$ cat config.mk
export PLATFORM = sky130hd
export DESIGN_NAME = ifetch
export DESIGN_NICKNAME = d
export VERILOG_FILES = /design/src/rtl/ifetch.sv
export SDC_FILE = /design/constraint.sdc
export NUM_CORES = 1
export LEC_CHECK = 0
export ABC_AREA = 1
export ABC_CLOCK_PERIOD_IN_PS = 10300
export CAP_MARGIN = 5
export CORE_ASPECT_RATIO = 1.1
export CORE_MARGIN = 2
export CORE_UTILIZATION = 55
export CTS_CLUSTER_DIAMETER = 120
export DETAILED_ROUTE_END_ITERATION = 6
export DONT_BUFFER_PORTS = 1
export PLACE_DENSITY = 0.83
export RECOVER_POWER = 50
export SETUP_SLACK_MARGIN = 0.05
export SLEW_MARGIN = 5
export SYNTH_ARGS = -nofsm -noshare
export SYNTH_HDL_FRONTEND = slang
export SYNTH_SLANG_ARGS = --single-unit
$ cat constraint.sdc
create_clock -name clk_i -period 10.3 [get_ports clk_i]
set_input_delay 1.545 -clock clk_i [delete_from_list [all_inputs] [get_ports clk_i]]
set_output_delay 1.545 -clock clk_i [all_outputs]
set_load 0.005 [all_outputs]
$ cat src/rtl/ifetch.sv
// Instruction fetch unit: issues Wishbone reads for sequential 8-byte words and
// hands each fetched instruction to decode through a single-entry output buffer.
module ifetch #(
    parameter int                   ADR_WIDTH = 64,
    parameter int                   DAT_WIDTH = 64,
    parameter logic [ADR_WIDTH-1:0] RESET_PC  = '0
) (
    input  logic                 clk_i,
    input  logic                 rst_i,

    output logic                 fetch_cyc_o,
    output logic                 fetch_stb_o,
    output logic                 fetch_we_o,
    output logic [ADR_WIDTH-1:0] fetch_adr_o,
    input  logic [DAT_WIDTH-1:0] fetch_dat_i,
    input  logic                 fetch_ack_i,
    input  logic                 fetch_err_i,

    output logic [DAT_WIDTH-1:0] instr_o,
    output logic [ADR_WIDTH-1:0] instr_pc_o,
    output logic                 instr_valid_o,
    input  logic                 instr_ready_i,

    input  logic                 redirect_i,
    input  logic [ADR_WIDTH-1:0] redirect_pc_i,
    input  logic                 halt_i,

    output logic                 fault_o,
    output logic [ADR_WIDTH-1:0] fault_pc_o
);

    typedef enum logic [1:0] {
        IDLE,
        REQ,
        GAP
    } state_t;

    state_t               state_reg;
    logic [ADR_WIDTH-1:0] pc_reg;
    logic [ADR_WIDTH-1:0] adr_reg;
    logic                 stb_reg;
    logic [DAT_WIDTH-1:0] instr_reg;
    logic [ADR_WIDTH-1:0] instr_pc_reg;
    logic                 valid_reg;
    logic                 fault_reg;
    logic [ADR_WIDTH-1:0] fault_pc_reg;

    logic redirect_misaligned;
    logic transfer;
    logic can_issue;

    assign redirect_misaligned = |redirect_pc_i[2:0];
    assign transfer            = valid_reg & instr_ready_i;
    // Issue only into an empty buffer, so an ack can never overwrite a held instruction.
    assign can_issue           = ~valid_reg & ~halt_i & ~fault_reg;

    always_ff @(posedge clk_i or posedge rst_i) begin
        if (rst_i) begin
            state_reg    <= IDLE;
            pc_reg       <= RESET_PC;
            adr_reg      <= RESET_PC;
            stb_reg      <= 1'b0;
            instr_reg    <= '0;
            instr_pc_reg <= '0;
            valid_reg    <= 1'b0;
            fault_reg    <= 1'b0;
            fault_pc_reg <= '0;
        end else if (redirect_i) begin
            // Redirect abandons any in-flight request; its response is never looked at.
            state_reg <= GAP;
            stb_reg   <= 1'b0;
            pc_reg    <= redirect_pc_i;
            valid_reg <= 1'b0;
            fault_reg <= redirect_misaligned;
            if (redirect_misaligned) begin
                fault_pc_reg <= redirect_pc_i;
            end
        end else begin
            if (transfer) begin
                valid_reg <= 1'b0;
            end
            case (state_reg)
                IDLE: begin
                    if (can_issue) begin
                        state_reg <= REQ;
                        stb_reg   <= 1'b1;
                        adr_reg   <= pc_reg;
                    end
                end
                REQ: begin
                    if (fetch_err_i) begin
                        state_reg    <= GAP;
                        stb_reg      <= 1'b0;
                        fault_reg    <= 1'b1;
                        fault_pc_reg <= pc_reg;
                    end else if (fetch_ack_i) begin
                        state_reg    <= GAP;
                        stb_reg      <= 1'b0;
                        instr_reg    <= fetch_dat_i;
                        instr_pc_reg <= pc_reg;
                        valid_reg    <= 1'b1;
                        pc_reg       <= pc_reg + ADR_WIDTH'(8);
                    end
                end
                GAP: begin
                    state_reg <= IDLE;
                end
                default: begin
                    state_reg <= IDLE;
                    stb_reg   <= 1'b0;
                end
            endcase
        end
    end

    assign fetch_cyc_o   = stb_reg;
    assign fetch_stb_o   = stb_reg;
    assign fetch_we_o    = 1'b0;
    assign fetch_adr_o   = adr_reg;
    assign instr_o       = instr_reg;
    assign instr_pc_o    = instr_pc_reg;
    assign instr_valid_o = valid_reg;
    assign fault_o       = fault_reg;
    assign fault_pc_o    = fault_pc_reg;

endmodule

==> flow_summary.yaml <==
outcome:
  status: "complete, but fails checks"
  failed_checks: "capacitance limit, slew limit"
timing:
  holdWs_ns: 0.4820
  min_period_over_period_pct: 51.69
  worst_clock_skew_ns: 0.02077
  rsz0062_at_grt: "no"
  post-route-min-period_ns: 5.324
  finalSetupViolations: 0
  tightest_slew_ns: 4.350
  hold_viol: 0
  fmax_mhz: 187.8
  finalMaxSlewViolations: 304
  finalSetupTns_ns: 0
  slew_headroom_pct: -190.0
clocking:
  postCtsSetupBuffers: 0
  clock-sinks: 325
  insertion_delay_ns: 0.52
  cts_tree: "done"
  clkTransAtPathRegs_ns: 0.06
  cts_hold_buffers: 0
  cts_buffers: 34
  cts_resized: 0
  htree_levels: 2
  clockBufferDepth: 3
  cts-root-buf: "clkbuf_16"
floorplanning:
  die_w_um: 161.7
  fp.coreArea_mm2: 0.02696
  ios: 396
  fp.dieH_um: 177.4
  rows: 63
  die-area_mm2: 0.02868
  start_util_pct: 55.79
detailed_routing:
  routed_wirelength_um: 45030
  vias: 12870
  drt-vias-per-instance: 5.667
  drc: 0
  drt_pass1_iterations: 6
  wl_per_cell_um: 19.83
  antenna_left: 0
  dr.first_iter.drc_count: 1148
logic_synthesis:
  synth_top_flop_cell: "dfrtp_1"
  ys_seq_area_share_pct: 54.08
  synth_seq_cells: 325
  netlist_top_cells_area: "dfrtp_1, nand2_1, o21ai_0"
  synthCells: 1941
  synth_top_area_cell: "dfrtp_1"
  synth_compound_area_share_pct: 11.74
  synth.most_common_cell: "nand2_1"
  yosysWarnings: 0
  synthDominantCellAreaShare_pct: 54.08
  avgSynthCellArea_um2: 7.748
  synth_edf_count: 0
  synth_nets: 2077
  yosys-top-cells-count: "nand2_1, dfrtp_1, o21ai_0"
  synthXorXnorAreaFrac_pct: 0.05824
  async_flop_share_pct: 100.0
  netlist_area_mm2: 0.01504
  synth.mux.area_fraction_pct: 0
  synth_top_family_by_area: "simple AND/OR/NAND/NOR gates"
  synth_adder_area_share_pct: 0.08319
  yosys.area_share.simple_pct: 27.44
  ys_types: 33
power_and_ir_drop:
  power_density_mw_per_mm2: 228.2
  peakVddDrop_v: 0.0001562
  p_leak_uw: 0.007937
finish:
  fill_cells: 2396
  design_area_mm2: 0.01618
  nNetsFinal: 2026
  syn2layout_area_growth_pct: 7.604
  drive_above_1_share_pct: 4.759
critical_path:
  crit_chain: "clkinvlp_2 > clkbuf_2 > buf_4"
  slowest_delay_ns: 2.90
  crit_family: "buffers and inverters"
  critical_path_class: "primary input to async pin"
  setup.worst_path.start_class: "primary input"
  crit_required_ns: 10.78
  worstPathArrival_ns: 5.81
  crit_path_max_fanout: 177
  cp-end-kind: "async pin"
  cp.buffers_inverters: 3
  critPathSlowestCell: "clkbuf_2"
global_route:
  grt_pass1_wl_um: 69360
  grt_busiest_layer: "met2"
  grt_util_all_layers_pct: 30.96
  met1_usage_pct: 38.16
  grt_max_degree: 195
  use_met3_pct: 7.759
  use_met2_pct: 52.23
  grt_overflow: 0
  antenna_found_initial: 0
  grt_pass1_vias: 12390
placement:
  place_area_mm2: 0.01516
  place.gp.congestion: 0.9763
  dpl.hpwl_um: 32780
  io_buffers: 0
flow_run:
  cap_violations: 3
hold_path:
  min_path_type: "register to register"
cell usage in the layout, fill, tap and decap left out, types with 4 or more instances in the layout:
cell          n
a21boi_0      4
dfrtp_1     325
nand4_1      13
clkbuf_16    34
buf_4         5
clkbuf_8      4
nor2_4        7
inv_2         5
a31oi_1      27
nand2_1     695
o211ai_1      5
a21oi_1      63
nor3_1       20
clkinvlp_4    4
nand2_2       8
o21ai_0     222
o21ai_1      14
clkbuf_1      7
nand3_1      69
nor2_2        8
inv_1       143
clkinv_2      5
nor2_1      205
power by group:
part | internal (µW) | total [µW] | switching (µW)
Sequential | 1640 | 1980 | 342
Combinational | 186 | 534 | 348
Clock | 667 | 1180 | 513
final timing paths:
kind / from / endpoint / slack [ns] / depth (start not counted)
worst max-delay path: rst_i / instr_pc_o[2]$_DFFE_PP0P_ / 4.98 / 3
worst min-delay path: pc_reg[63]$_DFFE_PP0P_ / pc_reg[63]$_DFFE_PP0P_ / 0.48 / 2
worst max register to register: state_reg[1]$_DFFE_PP0P_ / instr_pc_o[6]$_DFFE_PP0P_ / 5.59 / 9
worst min register to register: pc_reg[63]$_DFFE_PP0P_ / pc_reg[63]$_DFFE_PP0P_ / 0.48 / 2
max in group clk_i: redirect_i / instr_pc_o[6]$_DFFE_PP0P_ / 4.98 / 5
min in group asynchronous: rst_i / fetch_adr_o[23]$_DFFE_PP0P_ / 2.54 / 2
metal layers:
| metal | routed length (µm) | vias to the layer above |
|---|---|---|
| li1 | - | 6074 |
| met1 | 17360 | 6120 |
| met5 | 0 | - |
| met4 | 2128 | 0 |
| met3 | 3881 | 114 |
| met2 | 21660 | 561 |
area by class of cell:
class / count / area (µm²) / share of cell area (%)
Clock buffer: 44 / 928.4 / 5.737
Sequential cell: 325 / 8133 / 50.26
Clock inverter: 14 / 127.6 / 0.7886
Multi-Input combinational cell: 1372 / 5927 / 36.62
Tap cell: 357 / 446.7 / 2.760
Inverter: 150 / 569.3 / 3.518
Timing Repair Buffer: 7 / 46.29 / 0.2861
Antenna cell: 2 / 5.005 / 0.03093
worst reg2reg max path, cell delays in order (launching register included):
cell      delay [ns]
dfrtp_1         0.38
inv_1           0.07
nand2_1         0.05
inv_1           0.08
nand2_1         0.15
nor2_4          0.10
clkbuf_1        1.97
inv_6           0.83
buf_4           0.63
o21ai_0         0.35
through the flow:
stage                     power (µW)  utilization (%)  cells  setup slack [ns]
after CTS                       3711            60.14   2269             6.521
final                           3692            60.03   2271             4.976
after floorplan                 2311                -   1941             4.418
after global routing            3894            60.01   2269             4.001
after detailed placement        2534            56.22   2211             5.968
after global placement          2489            56.22   2211             6.066
kinds of logic (layout without fill, tap and decap cells):
family,after synthesis,after routing
other cells,1,3
flops,325,325
compound gates,339,339
simple gates,1030,1030
buf+inv,244,215
xor+xnor,1,1
fa+ha+maj,1,1
(Power assumes the default switching activity.)
